[src/rtl/instr_fetch.sv]
// instr_fetch: program-flow front end of the 8-bit core.
// Owns the program counter, fetches instruction words from program memory over a
// req/ack handshake, holds the fetched word for the decoder and issues the
// single-cycle execute strobe. The next PC comes from the decoder's PC-control
// inputs, which are sampled at the edge that closes the execute cycle.
module instr_fetch #(
    parameter int                           PC_WIDTH          = 8,
    parameter int                           PROGRAM_DataWidth = 16,
    parameter int                           DataWidth         = 8,
    parameter logic [PROGRAM_DataWidth-1:0] NOP_INSTR         = 16'h0000
) (
    input  logic                         i_clk,
    input  logic                         i_reset_n,
    input  logic                         i_run,
    output logic                         o_mem_req,
    output logic [PC_WIDTH-1:0]          o_mem_adr,
    input  logic [PROGRAM_DataWidth-1:0] i_mem_data,
    input  logic                         i_mem_ack,
    output logic [PROGRAM_DataWidth-1:0] o_instruction,
    output logic                         o_exec_en,
    input  logic                         i_cnt_wr_en,
    input  logic                         i_add_offset,
    input  logic [DataWidth-1:0]         i_literal_adr,
    output logic [PC_WIDTH-1:0]          o_pc,
    output logic                         o_busy
);

    // Width used to sign/zero-extend the literal before trimming it to the PC width,
    // so that both wider and narrower literals are handled by one expression.
    localparam int EXT_W = (PC_WIDTH > DataWidth) ? PC_WIDTH : DataWidth;

    localparam logic [PC_WIDTH-1:0] PC_ZERO = {PC_WIDTH{1'b0}};
    localparam logic [PC_WIDTH-1:0] PC_ONE  = {{(PC_WIDTH-1){1'b0}}, 1'b1};

    typedef enum logic [1:0] {
        S_IDLE = 2'd0,
        S_REQ  = 2'd1,
        S_EXEC = 2'd2
    } state_t;

    state_t                         r_state;
    state_t                         w_state_nxt;
    logic                           w_ack_take;
    logic                           w_in_exec;

    logic [PC_WIDTH-1:0]            r_pc;
    logic [PC_WIDTH-1:0]            w_pc_nxt;
    logic [PROGRAM_DataWidth-1:0]   r_instruction;
    logic                           r_mem_req;
    logic                           r_exec_en;
    logic                           r_busy;

    logic [EXT_W-1:0]               w_lit_sext;
    logic [EXT_W-1:0]               w_lit_zext;
    logic [PC_WIDTH-1:0]            w_lit_rel;
    logic [PC_WIDTH-1:0]            w_lit_abs;

    // Literal extension: signed view for relative branches, unsigned view for absolute loads.
    always_comb begin
        w_lit_sext = EXT_W'($signed(i_literal_adr));
        w_lit_zext = EXT_W'(i_literal_adr);
        w_lit_rel  = w_lit_sext[PC_WIDTH-1:0];
        w_lit_abs  = w_lit_zext[PC_WIDTH-1:0];
    end

    // Next-state logic; an ack is only accepted while a request is outstanding.
    always_comb begin
        w_state_nxt = r_state;
        w_ack_take  = 1'b0;
        w_in_exec   = 1'b0;
        case (r_state)
            S_IDLE: begin
                if (i_run) begin
                    w_state_nxt = S_REQ;
                end else begin
                    w_state_nxt = S_IDLE;
                end
            end
            S_REQ: begin
                // run is deliberately ignored: a started fetch always completes.
                if (i_mem_ack) begin
                    w_state_nxt = S_EXEC;
                    w_ack_take  = 1'b1;
                end else begin
                    w_state_nxt = S_REQ;
                end
            end
            S_EXEC: begin
                w_in_exec = 1'b1;
                if (i_run) begin
                    w_state_nxt = S_REQ;
                end else begin
                    w_state_nxt = S_IDLE;
                end
            end
            default: begin
                // Unreachable encoding: fall back to a quiet idle state.
                w_state_nxt = S_IDLE;
            end
        endcase
    end

    // Next-PC selection, applied only at the edge closing the execute cycle.
    always_comb begin
        w_pc_nxt = r_pc;
        if (w_in_exec) begin
            if (!i_cnt_wr_en) begin
                w_pc_nxt = r_pc + PC_ONE;
            end else if (i_add_offset) begin
                // Relative to the branch's own address; wraps silently.
                w_pc_nxt = r_pc + w_lit_rel;
            end else begin
                w_pc_nxt = w_lit_abs;
            end
        end else begin
            w_pc_nxt = r_pc;
        end
    end

    // State register with synchronous active-low reset.
    always_ff @(posedge i_clk) begin
        if (!i_reset_n) begin
            r_state <= S_IDLE;
        end else begin
            r_state <= w_state_nxt;
        end
    end

    // Program counter register.
    always_ff @(posedge i_clk) begin
        if (!i_reset_n) begin
            r_pc <= PC_ZERO;
        end else begin
            r_pc <= w_pc_nxt;
        end
    end

    // Instruction register: loads only on an accepted ack, otherwise holds.
    always_ff @(posedge i_clk) begin
        if (!i_reset_n) begin
            r_instruction <= NOP_INSTR;
        end else if (w_ack_take) begin
            r_instruction <= i_mem_data;
        end else begin
            r_instruction <= r_instruction;
        end
    end

    // Registered handshake/strobe outputs, decoded from the next state so they
    // line up exactly with the state they describe.
    always_ff @(posedge i_clk) begin
        if (!i_reset_n) begin
            r_mem_req <= 1'b0;
            r_exec_en <= 1'b0;
            r_busy    <= 1'b0;
        end else begin
            r_mem_req <= (w_state_nxt == S_REQ);
            r_exec_en <= (w_state_nxt == S_EXEC);
            r_busy    <= (w_state_nxt != S_IDLE);
        end
    end

    assign o_mem_req     = r_mem_req;
    assign o_mem_adr     = r_pc;
    assign o_pc          = r_pc;
    assign o_instruction = r_instruction;
    assign o_exec_en     = r_exec_en;
    assign o_busy        = r_busy;

endmodule

[config.mk]
export PLATFORM = sky130hd
export DESIGN_NAME = instr_fetch
export DESIGN_NICKNAME = d
export VERILOG_FILES = /design/src/rtl/instr_fetch.sv
export SDC_FILE = /design/constraint.sdc
export NUM_CORES = 1
export LEC_CHECK = 0
export CAP_MARGIN = 20
export CORE_ASPECT_RATIO = 2
export CORE_MARGIN = 5
export CORE_UTILIZATION = 44
export CTS_CLUSTER_SIZE = 28
export DETAILED_ROUTE_END_ITERATION = 8
export PLACE_DENSITY = 0.89
export SYNTH_ARGS = -nofsm -noshare
export SYNTH_HDL_FRONTEND = slang
export SYNTH_SLANG_ARGS = --single-unit
[constraint.sdc]
create_clock -name i_clk -period 2.1 [get_ports i_clk]
set_input_delay 0.21 -clock i_clk [delete_from_list [all_inputs] [get_ports i_clk]]
set_output_delay 0.21 -clock i_clk [all_outputs]
set_load 0.005 [all_outputs]
After elaboration in Yosys (flattened, before gate mapping). Index checks and enable logic that the tools add are counted.

Bits in read-only memories: 0. Logic and storage cells: 23. Bits in registers: 29. Output and inout port bits: 35. Bits in writable memories: 0. Memories: 0. Latch bits: 0.

Add/sub/neg operators: 2. Reduce and logical (&&, ||, !) cells: 3. Bitwise operators: 0. Multiply operators: 0. Muxes and demuxes: 8. Divide/modulo/power cells: 0. $lt $le $gt $ge: 0. Shift-type cells: 0. Equality and inequality tests: 4.

Operators with widths (number): $mux 8 (2); $add 8x1->8 const B (1); $add 8x8->8 (1); $eq 2x1->1 const B (2); $eq 2x2->1 const B (2); $mux 1 (4); $pmux 2 s2 (1); $logic_not 2->1 (1); $mux 2 (1); $reduce_bool 2->1 (1); $reduce_or 2->1 (1).

Longest topological paths before layout. Gate-level depths: netlist of run 1.

Depth in word-level cells: 4. Depth in mapped cells: 8. Depth with buffers taken out: 8.

Least setup slack after synthesis of run 1. Ideal clock, no wire load.

Kind: register -> register. Start: register r_pc[1], in the netlist o_mem_adr[1]. End: register r_pc[7], in the netlist o_mem_adr[7]. Data required time: 1.983 ns. Buffers on the path: 0. Stages on the path, launching flop included: 7. Period minus slack after synthesis: 1.968 ns. Path slack: 0.132 ns. Arrival: 1.850 ns. Path through: dfxtp_1 -> ha_1 -> a21o_2 -> a22o_4 -> mux2i_1 -> or3_1 -> a32o_1.

Longest elaborated chain between the ends: 3. Elaborated cells on any way between the ends: 4. Those cells by class: 2 x add/sub; 2 x mux.

RTL lines: start: declaration (RTL line 46) `logic [PC_WIDTH-1:0] r_pc;`; start signal: assignment (RTL line 134) `r_pc <= w_pc_nxt;`; $add 8x8->8 (RTL line 111) `w_pc_nxt = r_pc + w_lit_rel;`; $mux 8 (RTL line 109) `end else if (i_add_offset) begin`; $mux 8 (*) (RTL line 107) `if (!i_cnt_wr_en) begin`.

Every way passes the cells marked *; elsewhere a longest branch is shown, timed or not. A chain may end at the register's enable or synchronous reset.

Worst setup path in the final report of run 1. Ends and elaborated chain as after synthesis.

==> run summary, run 1 <==
EDFF count, synth: 0
MaxCap Viol Count: 0
Number of global-route vias before repair: 1,765
N_diodes: 0
CP top delay family: compound AO/OA/AOI/OAI gates
Layout Cell Area excl Fill: 2530 µm²
Part of the cycle the worst path needs: 96.0%
Avg Inst Size Synth: 8.36 µm²
Post-CTS setup buffers: 0
Post-place instance area: 2440 µm²
Port bufs: 64
Adder-cell area share of the yosys netlist: 7.08%
Xor/xnor share of the synthesized area: 1.55%
Hold Vio Cnt, Final: 0
CP max-delay cell: dfxtp_1
PwrDens: 499 nW/µm²
Outcome: finished clean
CTS Buffer Depth: 2
Row count: 32
CP arrival: 2.19 ns
Final #Nets: 315
GRT overflow: 0
H-tree depth: 2
Maximum vdd drop: 0.359 mV
Gate count of the mapped netlist: 203
Total CTS buffers: 5
DRT iter0 DRCs: 33
Crit Path Max Fanout: 5
Seq/Total Area, Yosys: 34.2%
Crit path launch type: flip-flop
Hold Buf Count CTS: 0
Post-route ant nets: 0
Root buffer cell: clkbuf_8
IO Count: 65
Total power: 0.00126 W
Fmax: 0.496 GHz
DR WL/cell: 15.3 µm
RSZ-0062 raised after global routing: no
Sink Count: 29
DIE HEIGHT: 97.8 µm
Clock Pin Slew Worst Setup and Hold Paths: 0.07 ns
Commonest non-fill, non-tap cell in the layout: clkdlybuf4s50_1
Critical Path End Type: flip-flop
Dominant synthesized flop cell: dfxtp_1
PostCTS Resize Cnt: 0
Pre-antenna DRT Iters: 4
GR Util All Layers: 19.8%
Final min period: 2.02 ns
Commonest non-fill, non-tap cells in the layout: 64 x clkdlybuf4s50_1, 40 x nand2_1, 29 x dfxtp_1, 20 x buf_4, 18 x a21boi_0
CP Data Required Time: 2.27 ns
Synthesized net count: 242
Initial antenna violation count: 0
Clk_lat worst skew: 0.27 ns
FF+latch count, synth: 29
Synth Area in Simple Gates: 20.6%
CTS tree: built
Multiplexer share of the synthesized area: 2.43%
Layout area overhead: 49.0%
Crit path largest cell delay: 0.46 ns
Sum of negative setup slack: 0 ns
Hold_ws: 0.459 ns
CP Buf/Inv Count: 0
Detailed Route WL: 5010 µm
Mapped cell area: 1700 µm²
Slew margin rel.: 58.8%
Static leakage: 0.999 nW
Final Worst Setup Slack: 0.0846 ns
Crit path kind: reg2reg
Drt drc: 0
Synth Area in Compound Gates: 26.8%
GPL Wtd Cong: 0.918
Post-DP HPWL: 3990 µm
First-pass GRT wire length: 7800 µm
Final Max Slew Viols: 0
Pin count of the biggest net entering global routing: 19
Pre-CTS WS: -0.155 ns
Routed vias: 1,770
Cells along the critical path: ha_1, a21o_2, a22o_4, mux2i_1, or3_1, a32o_1
Die ar.: 5270 µm²
Min-delay worst type: reg2reg
Die Wd: 53.9 µm
Core area: 3800 µm²
Layout cells sized above 1: 11.9%
Async SR Flop Fraction: 0%
Number of unique standard cell types used by synthesis: 51
Worst-margin pin slew: 0.618 ns
Clock skew: 0.00758 ns
Endpoints failing setup: 0
Yosys warnings: 0
Initial Util: 44.6%
DR vias/cell: 5.40
Fill cells: 311
Combinational family with the most area after synthesis: compound AO/OA/AOI/OAI gates
[path summary, 6_finish.rpt]
path | start | to | slack [ns] | cells past startpoint
worst max-delay path | o_mem_adr[1]$_SDFFE_PN0N_ | o_mem_adr[7]$_SDFFE_PN0N_ | 0.08 | 6
worst min-delay path | o_instruction[9]$_SDFFE_PN0P_ | o_instruction[9]$_SDFFE_PN0P_ | 0.46 | 2
worst max register to register | o_mem_adr[1]$_SDFFE_PN0N_ | o_mem_adr[7]$_SDFFE_PN0N_ | 0.08 | 6
worst min register to register | o_instruction[9]$_SDFFE_PN0P_ | o_instruction[9]$_SDFFE_PN0P_ | 0.46 | 2
[stage by stage]
step	cells	util, %
2_1_floorplan	203	-
3_3_place_gp	320	64.3
3_5_place_dp	320	64.3
4_1_cts	328	66.4
5_1_grt	328	66.4
6_report	328	66.4
[worst reg2reg max path, cell delays in order, from the launching register on]
cell     delay (ns)
dfxtp_1        0.46
ha_1           0.29
a21o_2         0.23
a22o_4         0.23
mux2i_1        0.12
or3_1          0.35
a32o_1         0.24
[state kept, by name (all words and copies together) (netlist names)]
name and cells:
o_mem_adr 8, o_instruction 16, o_busy 1, o_exec_en 1, o_mem_req 1, r_state 2
[cells in the mapped netlist (2+ instances only)]
master	number	share of area (%)
inv_1	5	1.1
nand4_1	3	1.1
or2_2	2	0.74
nor2b_1	5	1.8
buf_4	8	3.5
a31oi_1	4	1.5
a32o_1	2	1.2
nor2_1	6	1.3
o21bai_1	2	0.88
a311o_1	2	1.2
clkbuf_1	7	1.5
dfxtp_1	29	34
and3_1	2	0.74
o21ai_0	8	2.4
a21boi_0	18	8.0
nand2_1	40	8.8
and2_1	3	1.1
o21a_1	4	1.8
a21o_2	2	1.0
a41oi_1	2	1.0
mux2i_1	3	1.8
xnor2_1	2	1.0
ha_1	8	5.9
nor3_1	3	0.88
a21oi_1	7	2.1
[layer usage]
| metal | GRT usage [%] | up-vias | part of all wire, % |
|---|---|---|---|
| met1 | 17.8 | 816 | 34 |
| li1 | - | 865 | - |
| met2 | 38.6 | 72 | 56 |
| met5 | 0 | - | 0 |
| met4 | 10.0 | 0 | 4.1 |
| met3 | 2.75 | 17 | 5.5 |
[area by class of cell]
cell class                      count  area, µm²  share of cell area [%]
Multi-Input combinational cell    151        991                    39.2
Clock inverter                      2       10.0                   0.396
Tap cell                           51       63.8                    2.52
Timing Repair Buffer               84        791                    31.3
Sequential cell                    29        581                    23.0
Clock buffer                        6       72.6                    2.87
Inverter                            5       18.8                   0.743
[where the power goes]
part           internal (W)  switching [W]  total [W]
registers          0.000571      0.0000122   0.000583
clock network      0.000229       0.000203   0.000432
logic              0.000145       0.000101   0.000246
total              0.000945       0.000316    0.00126
[cells by family after synthesis]
group                      Yosys count
DFF                                 29
and+or+nand+nor                     73
AOI/OAI and AO/OA                   62
buffers and inverters               23
adders and majority gates            9
xor gates and xnor gates             3
muxes                                4
(Power assumes the default switching activity.)
==> inputs of run 2 (changes only) <==
- CORE_UTILIZATION: 44 -> 47
- PLACE_DENSITY: 0.89 -> 0.94
- clock period: 2.1 -> 2.5 ns (I/O delays scaled with it)
==> run summary, run 2 (synthesized netlist as in run 1, its figures left out) <==
Initial antenna violation count: 0
Number of flip-flops in the largest register: 16
CP max-delay cell: clkdlybuf4s50_1
DRT iter0 DRCs: 44
GRT overflow: 0
Pin count of the biggest net entering global routing: 20
GR Util All Layers: 22.3%
Sum of negative setup slack: 0 ns
IO Count: 65
Cells along the critical path: clkdlybuf4s50_1, ha_1, inv_1, fa_1, xnor2_1, mux2_2, a21oi_1, o21ai_0, and2_1
Slew margin rel.: 58.0%
RSZ-0062 raised after global routing: no
Initial Util: 47.5%
Part of the cycle the worst path needs: 85.3%
Commonest non-fill, non-tap cells in the layout: 64 x clkdlybuf4s50_1, 40 x nand2_1, 29 x dfxtp_1, 18 x a21boi_0
Hold Vio Cnt, Final: 0
DR vias/cell: 5.59
Maximum vdd drop: 0.288 mV
FF-to-FF path depth: 8
GPL Wtd Cong: 0.812
MaxCap Viol Count: 0
Util after Layout: 68.3%
Cell internal pwr: 0.000840 W
Die ar.: 4980 µm²
Sequential power share: 44.4%
Fill cells: 303
Clock skew: 0.00633 ns
Die Wd: 52.5 µm
Worst R2R Setup Slack: 0.48 ns
Root buffer cell: clkbuf_8
Layout Cell Area excl Fill: 2440 µm²
Layout cells sized above 1: 7.60%
Hold Path Stages: 2
Core area: 3570 µm²
NetSw: 0.000264 W
Combinational power share: 17.8%
Clk_lat worst skew: 0.28 ns
Crit path launch type: input port
H-tree depth: 2
Sw Share: 23.9%
Placed cell count: 304
CP Buf/Inv Count: 2
Detailed Route WL: 5050 µm
Final min period: 2.13 ns
PwrDens: 453 nW/µm²
CTS Buffer Depth: 2
Commonest non-fill, non-tap cell in the layout: clkdlybuf4s50_1
Hold path endpoint: o_instruction[3]$_SDFFE_PN0P_
Total CTS buffers: 5
CP Data Required Time: 2.66 ns
Post-route ant nets: 0
Layout area overhead: 43.7%
Final #Nets: 301
Worst-margin pin slew: 0.628 ns
Drt drc: 0
Clock network fraction of total power: 37.9%
Reg-to-reg endpoint: o_mem_adr[2]$_SDFFE_PN0N_
First-pass GRT wire length: 8270 µm
Final std cells w/o fill: 312
N_diodes: 0
R2r startpoint: o_mem_adr[0]$_SDFFE_PN0N_
Sink Count: 29
Row count: 31
Endpoints failing setup: 0
Fmax: 0.469 GHz
Routed vias: 1,745
CP arrival: 2.30 ns
Post-place instance area: 2340 µm²
Clock Pin Slew Worst Setup and Hold Paths: 0.06 ns
Final Max Slew Viols: 0
Post-CTS setup buffers: 0
Pre-antenna DRT Iters: 4
Post-DP HPWL: 3750 µm
Min-delay worst type: reg2reg
DIE HEIGHT: 95.0 µm
Critical Path End Type: flip-flop
DR WL/cell: 16.2 µm
CTS tree: built
Worst Hold Launch: o_instruction[3]$_SDFFE_PN0P_
Crit path kind: in2reg
Static leakage: 0.936 nW
Port bufs: 64
Total power: 0.00110 W
PostCTS Resize Cnt: 0
Outcome: finished clean
Crit Path Max Fanout: 2
Hold Buf Count CTS: 0
Number of global-route vias before repair: 1,815
Crit path largest cell delay: 0.47 ns
CP top delay family: adder cells
## run 2: cell count changes in the layout (fill, tap and decap cells not counted)
cell      change
buf_4        -14
clkbuf_8      +2
clkbuf_1      -1
clkinv_2      -1
## run 2: power groups by stage
stage                     sequential (W)  combinational [W]  clock (W)
after floorplan                 0.000503          0.0000869          0
after global placement          0.000499           0.000187          0
after detailed placement        0.000500           0.000193          0
after CTS                       0.000490           0.000196   0.000430
after global routing            0.000492           0.000215   0.000452
final                           0.000490           0.000196   0.000418
## run 2: layout make-up
class	count	area [µm²]	share of cell area [%]
multi-input combinational	151	991	40.6
timing repair buffer	70	686	28.1
sequential	29	581	23.8
clock buffer	7	96.3	3.95
tap	49	61.3	2.51
inverter	5	18.8	0.770
clock inverter	1	5.00	0.205
## run 2: metal layers
layer | track usage (%) | share of wire [%] | vias to the layer above
met5 | 0 | 0 | -
met4 | 13.9 | 3.6 | 0
met3 | 3.48 | 5.6 | 16
met2 | 42.8 | 58 | 78
met1 | 20.2 | 33 | 818
li1 | - | - | 833
## run 2: metrics by stage
stage / hold WS, ns / setup slack (ns)
detailed placement: 0.455 / 0.177
CTS: 0.463 / 0.383
global placement: 0.450 / 0.186
global route: 0.487 / 0.224
floorplan: 0.387 / 0.532
finish: 0.457 / 0.367
## run 2: worst max path at each step
stage	start	endpoint	slack, ns	cells after the start
floorplan	o_mem_adr[1]$_SDFFE_PN0N_	o_mem_adr[7]$_SDFFE_PN0N_	0.53	6
global placement	i_literal_adr[3]	o_mem_adr[7]$_SDFFE_PN0N_	0.19	7
detailed placement	i_literal_adr[3]	o_mem_adr[7]$_SDFFE_PN0N_	0.18	7
CTS	i_literal_adr[0]	o_mem_adr[2]$_SDFFE_PN0N_	0.38	9
global route	i_literal_adr[0]	o_mem_adr[2]$_SDFFE_PN0N_	0.22	9
finish	i_literal_adr[0]	o_mem_adr[2]$_SDFFE_PN0N_	0.37	9
## run 2: worst reg2reg max path, cell delays in order, from the launching register on
cell     delay [ns]
dfxtp_1        0.34
ha_1           0.18
inv_1          0.06
fa_1           0.42
xnor2_1        0.15
mux2_2         0.27
a21oi_1        0.16
o21ai_0        0.13
and2_1         0.21
==> inputs of run 3 (changes only) <==
- CORE_MARGIN: 5 -> 1
==> run summary, run 3 (synthesized netlist as in run 1, its figures left out) <==
Outcome: finished clean
Pre-CTS WS: 0.168 ns
DIE HEIGHT: 87.0 µm
Sum of negative setup slack: 0 ns
Routed vias: 1,708
Hold Buf Count CTS: 0
Fmax: 0.475 GHz
Min-delay worst type: reg2reg
DRT iter0 DRCs: 65
Static leakage: 0.925 nW
Final min period: 2.10 ns
Die Wd: 44.5 µm
N_diodes: 0
Die ar.: 3870 µm²
Total CTS buffers: 5
Layout cells sized above 1: 7.60%
GRT overflow: 0
Post-CTS setup buffers: 0
Final #Nets: 301
PwrDens: 434 nW/µm²
Drt drc: 0
IO Count: 65
Crit path launch type: flip-flop
Hold Vio Cnt, Final: 0
Sequential power share: 46.7%
NetSw: 0.000268 W
Clock skew: 0.00684 ns
Pin count of the biggest net entering global routing: 19
Layout area overhead: 42.8%
Clk_lat worst skew: 0.28 ns
CTS Buffer Depth: 2
DR vias/cell: 5.49
Slew margin rel.: 58.9%
Worst Hold Launch: o_instruction[1]$_SDFFE_PN0P_
Post-DP HPWL: 3640 µm
Crit path largest cell delay: 0.48 ns
Final std cells w/o fill: 311
CP arrival: 2.28 ns
FF-to-FF path depth: 6
GR Util All Layers: 24.9%
Detailed Route WL: 4550 µm
CTS tree: built
GPL Wtd Cong: 0.846
RSZ-0062 raised after global routing: no
Endpoints failing setup: 0
Initial antenna violation count: 0
Placed cell count: 303
Post-route ant nets: 0
PostCTS Resize Cnt: 0
Combinational power share: 18.3%
Number of global-route vias before repair: 1,666
Hold Path Stages: 2
Critical Path End Type: flip-flop
CP Data Required Time: 2.68 ns
Maximum vdd drop: 0.341 mV
First-pass GRT wire length: 7160 µm
Clock network fraction of total power: 35.0%
Final Worst Setup Slack: 0.395 ns
Clock Pin Slew Worst Setup and Hold Paths: 0.07 ns
Critical Path Start: o_mem_adr[3]$_SDFFE_PN0N_
Pre-antenna DRT Iters: 4
MaxCap Viol Count: 0
Sw Share: 25.5%
Commonest non-fill, non-tap cell in the layout: clkdlybuf4s50_1
Cells along the critical path: ha_1, a21o_2, a22o_4, mux2i_1, or3_1, a32o_1
Row count: 30
Core area: 3420 µm²
CP max-delay cell: dfxtp_1
Commonest non-fill, non-tap cells in the layout: 64 x clkdlybuf4s50_1, 40 x nand2_1, 29 x dfxtp_1, 18 x a21boi_0
Part of the cycle the worst path needs: 84.2%
Sink Count: 29
Final Max Slew Viols: 0
DR WL/cell: 14.6 µm
Crit Path Max Fanout: 8
Number of flip-flops in the largest register: 16
Crit path kind: reg2reg
Cell internal pwr: 0.000784 W
Port bufs: 64
R2r startpoint: o_mem_adr[3]$_SDFFE_PN0N_
H-tree depth: 2
Worst-margin pin slew: 0.615 ns
Initial Util: 49.7%
Root buffer cell: clkbuf_8
run 3: cell types whose count changed in the layout (fill, tap and decap cells not counted):
cell / before / now
clkinvlp_4: 0 / 1
clkinv_2: 1 / 2
clkbuf_8: 7 / 5
run 3: final timing paths:
| kind | slack, ns | to |
|---|---|---|
| worst max-delay path | 0.40 | o_mem_adr[7]$_SDFFE_PN0N_ |
| worst max register to register | 0.40 | o_mem_adr[7]$_SDFFE_PN0N_ |
| worst min register to register | 0.46 | o_instruction[1]$_SDFFE_PN0P_ |
| worst min-delay path | 0.46 | o_instruction[1]$_SDFFE_PN0P_ |
run 3: routing by layer:
metal,global-route usage [%],up-vias,part of all wire (%)
met5,0,-,0
met2,49.6,64,58
met4,16.3,0,3.7
li1,-,840,-
met1,21.0,791,34
met3,2.70,13,4.5
run 3: cell type report:
cell class              instances  area (µm²)
fillers                       272         993
clock buffers                   5        68.8
clock inverters                 3        17.5
well taps                      48        60.1
multi-input cells             151         991
repair buffers                 70         686
flip-flops and latches         29         581
inverters                       5        18.8
run 3: through the flow:
stage / utilization (%) / power, W / area, µm² / hold WS (ns)
floorplan: - / 0.000590 / 1700 / 0.387
global placement: 68.4 / 0.000686 / 2340 / 0.449
detailed placement: 68.4 / 0.000693 / 2340 / 0.455
CTS: 70.9 / 0.00106 / 2420 / 0.464
global route: 70.9 / 0.00110 / 2420 / 0.493
finish: 70.9 / 0.00105 / 2420 / 0.458
run 3: worst max-delay path, delay by kind of cell, from the launching register on:
family | cells | cell delay (ns)
AO/OA/AOI/OAI | 3 | 0.72
flip-flops | 1 | 0.48
AND/OR/NAND/NOR | 1 | 0.35
adder cells (fa/ha/maj) | 1 | 0.34
multiplexers | 1 | 0.12
run 3: power groups by stage:
stage | Clock, W | Sequential (W) | Combinational, W
2_1_floorplan | 0 | 0.000503 | 0.0000869
3_3_place_gp | 0 | 0.000500 | 0.000186
3_5_place_dp | 0 | 0.000501 | 0.000191
4_1_cts | 0.000375 | 0.000491 | 0.000193
5_1_grt | 0.000393 | 0.000493 | 0.000211
6_report | 0.000368 | 0.000491 | 0.000193
==> RTL edit 1 (config.mk and constraints of run 3) <==
Change the parameter `PROGRAM_DataWidth` from 16 to 24.
--- a/src/rtl/instr_fetch.sv
+++ b/src/rtl/instr_fetch.sv
@@ -5,7 +5,7 @@
 // inputs, which are sampled at the edge that closes the execute cycle.
 module instr_fetch #(
     parameter int                           PC_WIDTH          = 8,
-    parameter int                           PROGRAM_DataWidth = 16,
+    parameter int                           PROGRAM_DataWidth = 24,
     parameter int                           DataWidth         = 8,
     parameter logic [PROGRAM_DataWidth-1:0] NOP_INSTR         = 16'h0000
 ) (
Ports: changed (resized i_mem_data and o_instruction); port bits go from 65 to 81. No check against the original RTL was run, so the function may have changed too.
==> RTL edit 1 against run 3 <==
- first-iteration DRC count down 1.5%
- total power grew 19%
- critical path depth grew 2
- cell area is 17% higher
- maximum frequency grew 1.8%
- count of clock-buffer cells in the layout rose by 1
- clock skew shrank 2.6 ps
- combinational power grew 17%
- clock power rose by 8.2%
- utilization down 1.5 points
- sequential cell count grew 8
- wire length rose by 7.1%
- synthesized area rose by 18%
- setup slack improved by 36 ps
- critical endpoint is now o_mem_adr[4]$_SDFFE_PN0N_
- highest routed layer unchanged
==> RTL edit 1: results (changes against run 3) <==
[synthesis]
syn_nets = 296  ; was 242
synth.yosys.seq_area_share_pct = 37.12  ; was 34.22%
yosysUniqueCellTypes = 41  ; was 51
synthTopCellsByArea = dfxtp_1 (37%), nand2_1 (11%), a21boi_1 (9.0%)  ; was dfxtp_1 (34%), nand2_1 (8.8%), a21boi_0 (8.0%)
async_flop_share_pct = 0  ; unchanged
yosysWarnings = 0  ; unchanged
synthFlopType = dfxtp_1  ; unchanged
postSynthCellCount = 249  ; was 203
netlist.area_leader.share_pct = 37.12  ; was 34.22%
synth_commonest_cells = nand2_1 (59), dfxtp_1 (37), a21boi_1 (24)  ; was nand2_1 (40), dfxtp_1 (29), a21boi_0 (18)

[critical_path]
crit_slowest_cell = dfxtp_1  ; unchanged
cp_max_fo = 8  ; unchanged
r2r_cells = 8  ; was 6
arrival_ps = 2240  ; was 2280 ps
slowest_delay_ps = 470

[hold_path]
whs_path_depth = 2  ; unchanged
hp-class = register to register  ; unchanged

[sta]
finalSetupViolCount = 0  ; unchanged
slew_viol_final = 0  ; unchanged
tightest_slew_ps = 875.0  ; was 614.7 ps
fin_skew_ps = 4.275  ; was 6.840 ps

[detailed_routing]
dr.pass1.iters = 4  ; unchanged
wl_um = 4874  ; was 4549 um
drt-wirelength-per-cell_um = 13.17  ; was 14.63 um
viasPerCell = 5.365  ; was 5.492
met1_length_um = 1790  ; was 1540 um
dr_wl_met2_um = 2616  ; was 2633 um
wl_met3_um = 338  ; was 206 um
highest_layer = met4  ; unchanged
first_iter_violations = 64  ; was 65

[power]
ir_drop_mv = 0.2901  ; was 0.3412 mV
leakage_nw = 1.053  ; was 0.9255 nW
p_int_mw = 0.9396  ; was 0.7840 mW

[clocking]
clockBufferDepth = 2  ; unchanged
clk_pin_slew_ps = 70  ; about the same
ctsRootBufferMaster = clkbuf_8  ; unchanged
cts_resized = 0  ; unchanged
cts_buffers = 5  ; unchanged
cts.htree.levels = 2  ; unchanged
clock_latency_ps = 290
post-cts-setup-buffers = 0  ; unchanged

[global_route]
grt_max_degree = 26  ; was 19
globalRouteTotalUtil_pct = 22.61  ; was 24.90%
antenna_found_initial = 0  ; unchanged
grt_pass1_wl_um = 7507  ; was 7162 um
grt_pass1_vias = 1881  ; was 1666

[placement]
dp.cells = 362  ; was 303
postPlaceCellArea_sq_um = 2755  ; was 2336 sq um
routabilityCongestion = 0.8395  ; was 0.8458
hpwl_um = 3749  ; was 3639 um
place_worst_setup_slack_ps = 244.5  ; was 168.2 ps
portBuffers = 80  ; was 64

[cells_and_area]
diodes = 0  ; unchanged
largest_register_ffs = 24  ; was 16
layout-drive-gt1-share_pct = 4.403  ; was 7.605%

[outcome]
status = finished, final reports clean  ; unchanged

RTL edit 1: routing by layer:
metal  vias up  GRT usage [%]
met5         -              0
met4         0          12.73
met3        13          3.846
met2        86          42.00
met1       910          20.57
li1        976              -
RTL edit 1: power by group through the flow:
stage / Clock, mW / Combinational (mW) / Sequential [mW]
floorplan: 0 / 0.103 / 0.639
global placement: 0 / 0.220 / 0.638
detailed placement: 0 / 0.225 / 0.639
CTS: 0.404 / 0.226 / 0.626
global route: 0.434 / 0.246 / 0.629
finish: 0.398 / 0.225 / 0.626
RTL edit 1: layout make-up:
type,count,area [sq um]
Clock buffer,6,72.57
Clock inverter,2,10.01
Fill cell,314,1250
Inverter,3,11.26
Multi-Input combinational cell,187,1115
Sequential cell,37,740.7
Tap cell,52,65.06
Timing Repair Buffer,83,823.3
RTL edit 1: logic make-up after synthesis:
group           synth area share [%]
compound gates                 21.19
xor+xnor                       1.756
fa+ha+maj                      6.019
buf+inv                        7.022
flops                          37.12
mux                            3.636
simple gates                   23.26
RTL edit 1: worst paths after layout:
| kind | slack, ps | to | start |
|---|---|---|---|
| max | 430 | o_mem_adr[4]$_SDFFE_PN0N_ | o_mem_adr[0]$_SDFFE_PN0N_ |
| min | 460 | o_instruction[0]$_SDFFE_PN0P_ | o_instruction[0]$_SDFFE_PN0P_ |
| max reg2reg | 430 | o_mem_adr[4]$_SDFFE_PN0N_ | o_mem_adr[0]$_SDFFE_PN0N_ |
| min reg2reg | 460 | o_instruction[0]$_SDFFE_PN0P_ | o_instruction[0]$_SDFFE_PN0P_ |
RTL edit 1: critical path, delay by kind of cell (launching register included):
family	cells	cell delay, ps
buffers and inverters	1	60
DFF	1	470
AOI/OAI and AO/OA	3	500
adders and majority gates	2	660
and+or+nand+nor	2	270
RTL edit 1: per-stage QoR:
step / hold WS [ps] / power, mW
5_1_grt: 479.8 / 1.309
6_report: 455.4 / 1.249
3_5_place_dp: 444.6 / 0.8639
3_3_place_gp: 439.6 / 0.8577
2_1_floorplan: 384.8 / 0.7425
4_1_cts: 458.5 / 1.256
==> RTL edit 2 (flow settings as in run 3) <==
Made on the original files. Encoding of `state_t`: now one-hot (3 bits for 3 states).
--- a/src/rtl/instr_fetch.sv
+++ b/src/rtl/instr_fetch.sv
@@ -32,10 +32,10 @@
     localparam logic [PC_WIDTH-1:0] PC_ZERO = {PC_WIDTH{1'b0}};
     localparam logic [PC_WIDTH-1:0] PC_ONE  = {{(PC_WIDTH-1){1'b0}}, 1'b1};
 
-    typedef enum logic [1:0] {
-        S_IDLE = 2'd0,
-        S_REQ  = 2'd1,
-        S_EXEC = 2'd2
+    typedef enum logic [2:0] {
+        S_IDLE = 3'b001,
+        S_REQ  = 3'b010,
+        S_EXEC = 3'b100
     } state_t;
 
     state_t                         r_state;
Function: no difference found for any inputs over 10 cycles, from zero or initial values and one cycle with i_reset_n low; not proved beyond that.
==> RTL edit 2 against run 3 <==
- setup slack improved by 120 ps
- cell area is 1.2% higher
- via count about the same
- first-iteration DRC count fell by 9.2%
- wire length fell by 5.7%
- die area rose by 0.84%
- synthesized area up 0.88%
- total power grew 4.0%
- sequential cell count grew 1
- critical endpoint unchanged
- largest cell class unchanged
==> RTL edit 2: results (changes against run 3) <==
[cells_and_area]
fillers = 245  ; was 272
layout-drive-gt1-share_pct = 6.792  ; was 7.605%

[synthesis]
synthTopCellsByArea = dfxtp_1 (35%), nand2_1 (9.2%), a21boi_1 (7.0%)  ; was dfxtp_1 (34%), nand2_1 (8.8%), a21boi_0 (8.0%)
synth_commonest_cells = nand2_1 (42), dfxtp_1 (30), a21boi_1 (16)  ; was nand2_1 (40), dfxtp_1 (29), a21boi_0 (18)
syn_nets = 246  ; was 242
yosysUniqueCellTypes = 45  ; was 51
synth.yosys.seq_area_share_pct = 35.09  ; was 34.22%
synth_mux_area_share_pct = 2.339  ; was 2.434%
avgSynthCellArea_sq_um = 8.269  ; was 8.358 sq um
synthXorXnorAreaFrac_pct = 2.047  ; was 1.549%
synth-compound-area-share_pct = 25.29  ; was 26.77%

[outcome]
status = finished, final reports clean  ; unchanged

[detailed_routing]
first_iter_violations = 59  ; was 65
drt-wirelength-per-cell_um = 13.71  ; was 14.63 um

[sta]
holdWs_ps = 451.9  ; was 458.1 ps
relSlewSlack_pct = 61.42  ; was 58.89%

[power]
leakage_nw = 0.9221  ; was 0.9255 nW
ir_drop_mv = 0.2632  ; was 0.3412 mV

[placement]
routabilityCongestion = 0.8615  ; was 0.8458
postPlaceCellArea_sq_um = 2344  ; was 2336 sq um
hpwl_um = 3319  ; was 3639 um
place_worst_setup_slack_ps = 241.9  ; was 168.2 ps
dp.cells = 305  ; was 303

[global_route]
use_met2_pct = 44.92  ; was 49.60%
grt_util_met3_pct = 3.320  ; was 2.697%
grt_pass1_vias = 1662  ; was 1666
grt_max_degree = 18  ; was 19
grtUsageMet1_pct = 21.92  ; was 21.01%
grt_pass1_wl_um = 6948  ; was 7162 um

[critical_path]
r2r-start = o_mem_adr[1]$_SDFFE_PN0N_  ; was o_mem_adr[3]$_SDFFE_PN0N_
arrival_ps = 2150  ; was 2280 ps

[hold_path]
hold_end = o_instruction[2]$_SDFFE_PN0N_  ; was o_instruction[1]$_SDFFE_PN0P_
min_from = o_instruction[2]$_SDFFE_PN0N_  ; was o_instruction[1]$_SDFFE_PN0P_

## RTL edit 2: cell count changes after synthesis, moves of 3 or more
cell,run 3,this run
a21boi_0,18,0
nand4_1,3,0
nor3_1,3,0
nor2b_1,5,2
nand3_1,1,4
a21boi_1,0,16
buf_2,1,5
o21ai_1,0,4
## RTL edit 2: power breakdown
part | leakage [nW] | internal (mW) | switching, mW
clock network | 0.0579 | 0.293 | 0.184
logic | 0.622 | 0.0758 | 0.0490
registers | 0.243 | 0.486 | 0.00572
## RTL edit 2: layer usage
metal / wire length [um] / share of wire, %
met1: 1570 / 37
met3: 219 / 5.1
met2: 2398 / 56
met4: 103 / 2.4
met5: 0 / 0
## RTL edit 2: worst max-delay path by stage
stage	end	from	cells past startpoint	slack [ps]
floorplan	o_mem_adr[2]$_SDFFE_PN0N_	o_mem_adr[0]$_SDFFE_PN0N_	8	720
detailed placement	o_mem_adr[7]$_SDFFE_PN0N_	i_literal_adr[1]	7	240
finish	o_mem_adr[7]$_SDFFE_PN0N_	o_mem_adr[1]$_SDFFE_PN0N_	6	510
global placement	o_mem_adr[7]$_SDFFE_PN0N_	i_literal_adr[1]	7	300
CTS	o_mem_adr[4]$_SDFFE_PN0N_	o_mem_adr[0]$_SDFFE_PN0N_	8	510
global route	o_mem_adr[4]$_SDFFE_PN0N_	o_mem_adr[0]$_SDFFE_PN0N_	8	390
## RTL edit 2: final cells by class
cell class	instances	area (sq um)	area share, %
multi-input cells	151	978.4	39.90
well taps	48	60.06	2.449
flip-flops and latches	30	600.6	24.49
clock inverters	3	40.04	1.633
inverters	7	26.28	1.071
clock buffers	5	68.82	2.806
repair buffers	69	678.2	27.65
## RTL edit 2: tightest hold or removal path, cell delays in order (launching register included)
cell and delay [ps]:
dfxtp_1 310, nand2_1 50, a21boi_1 50
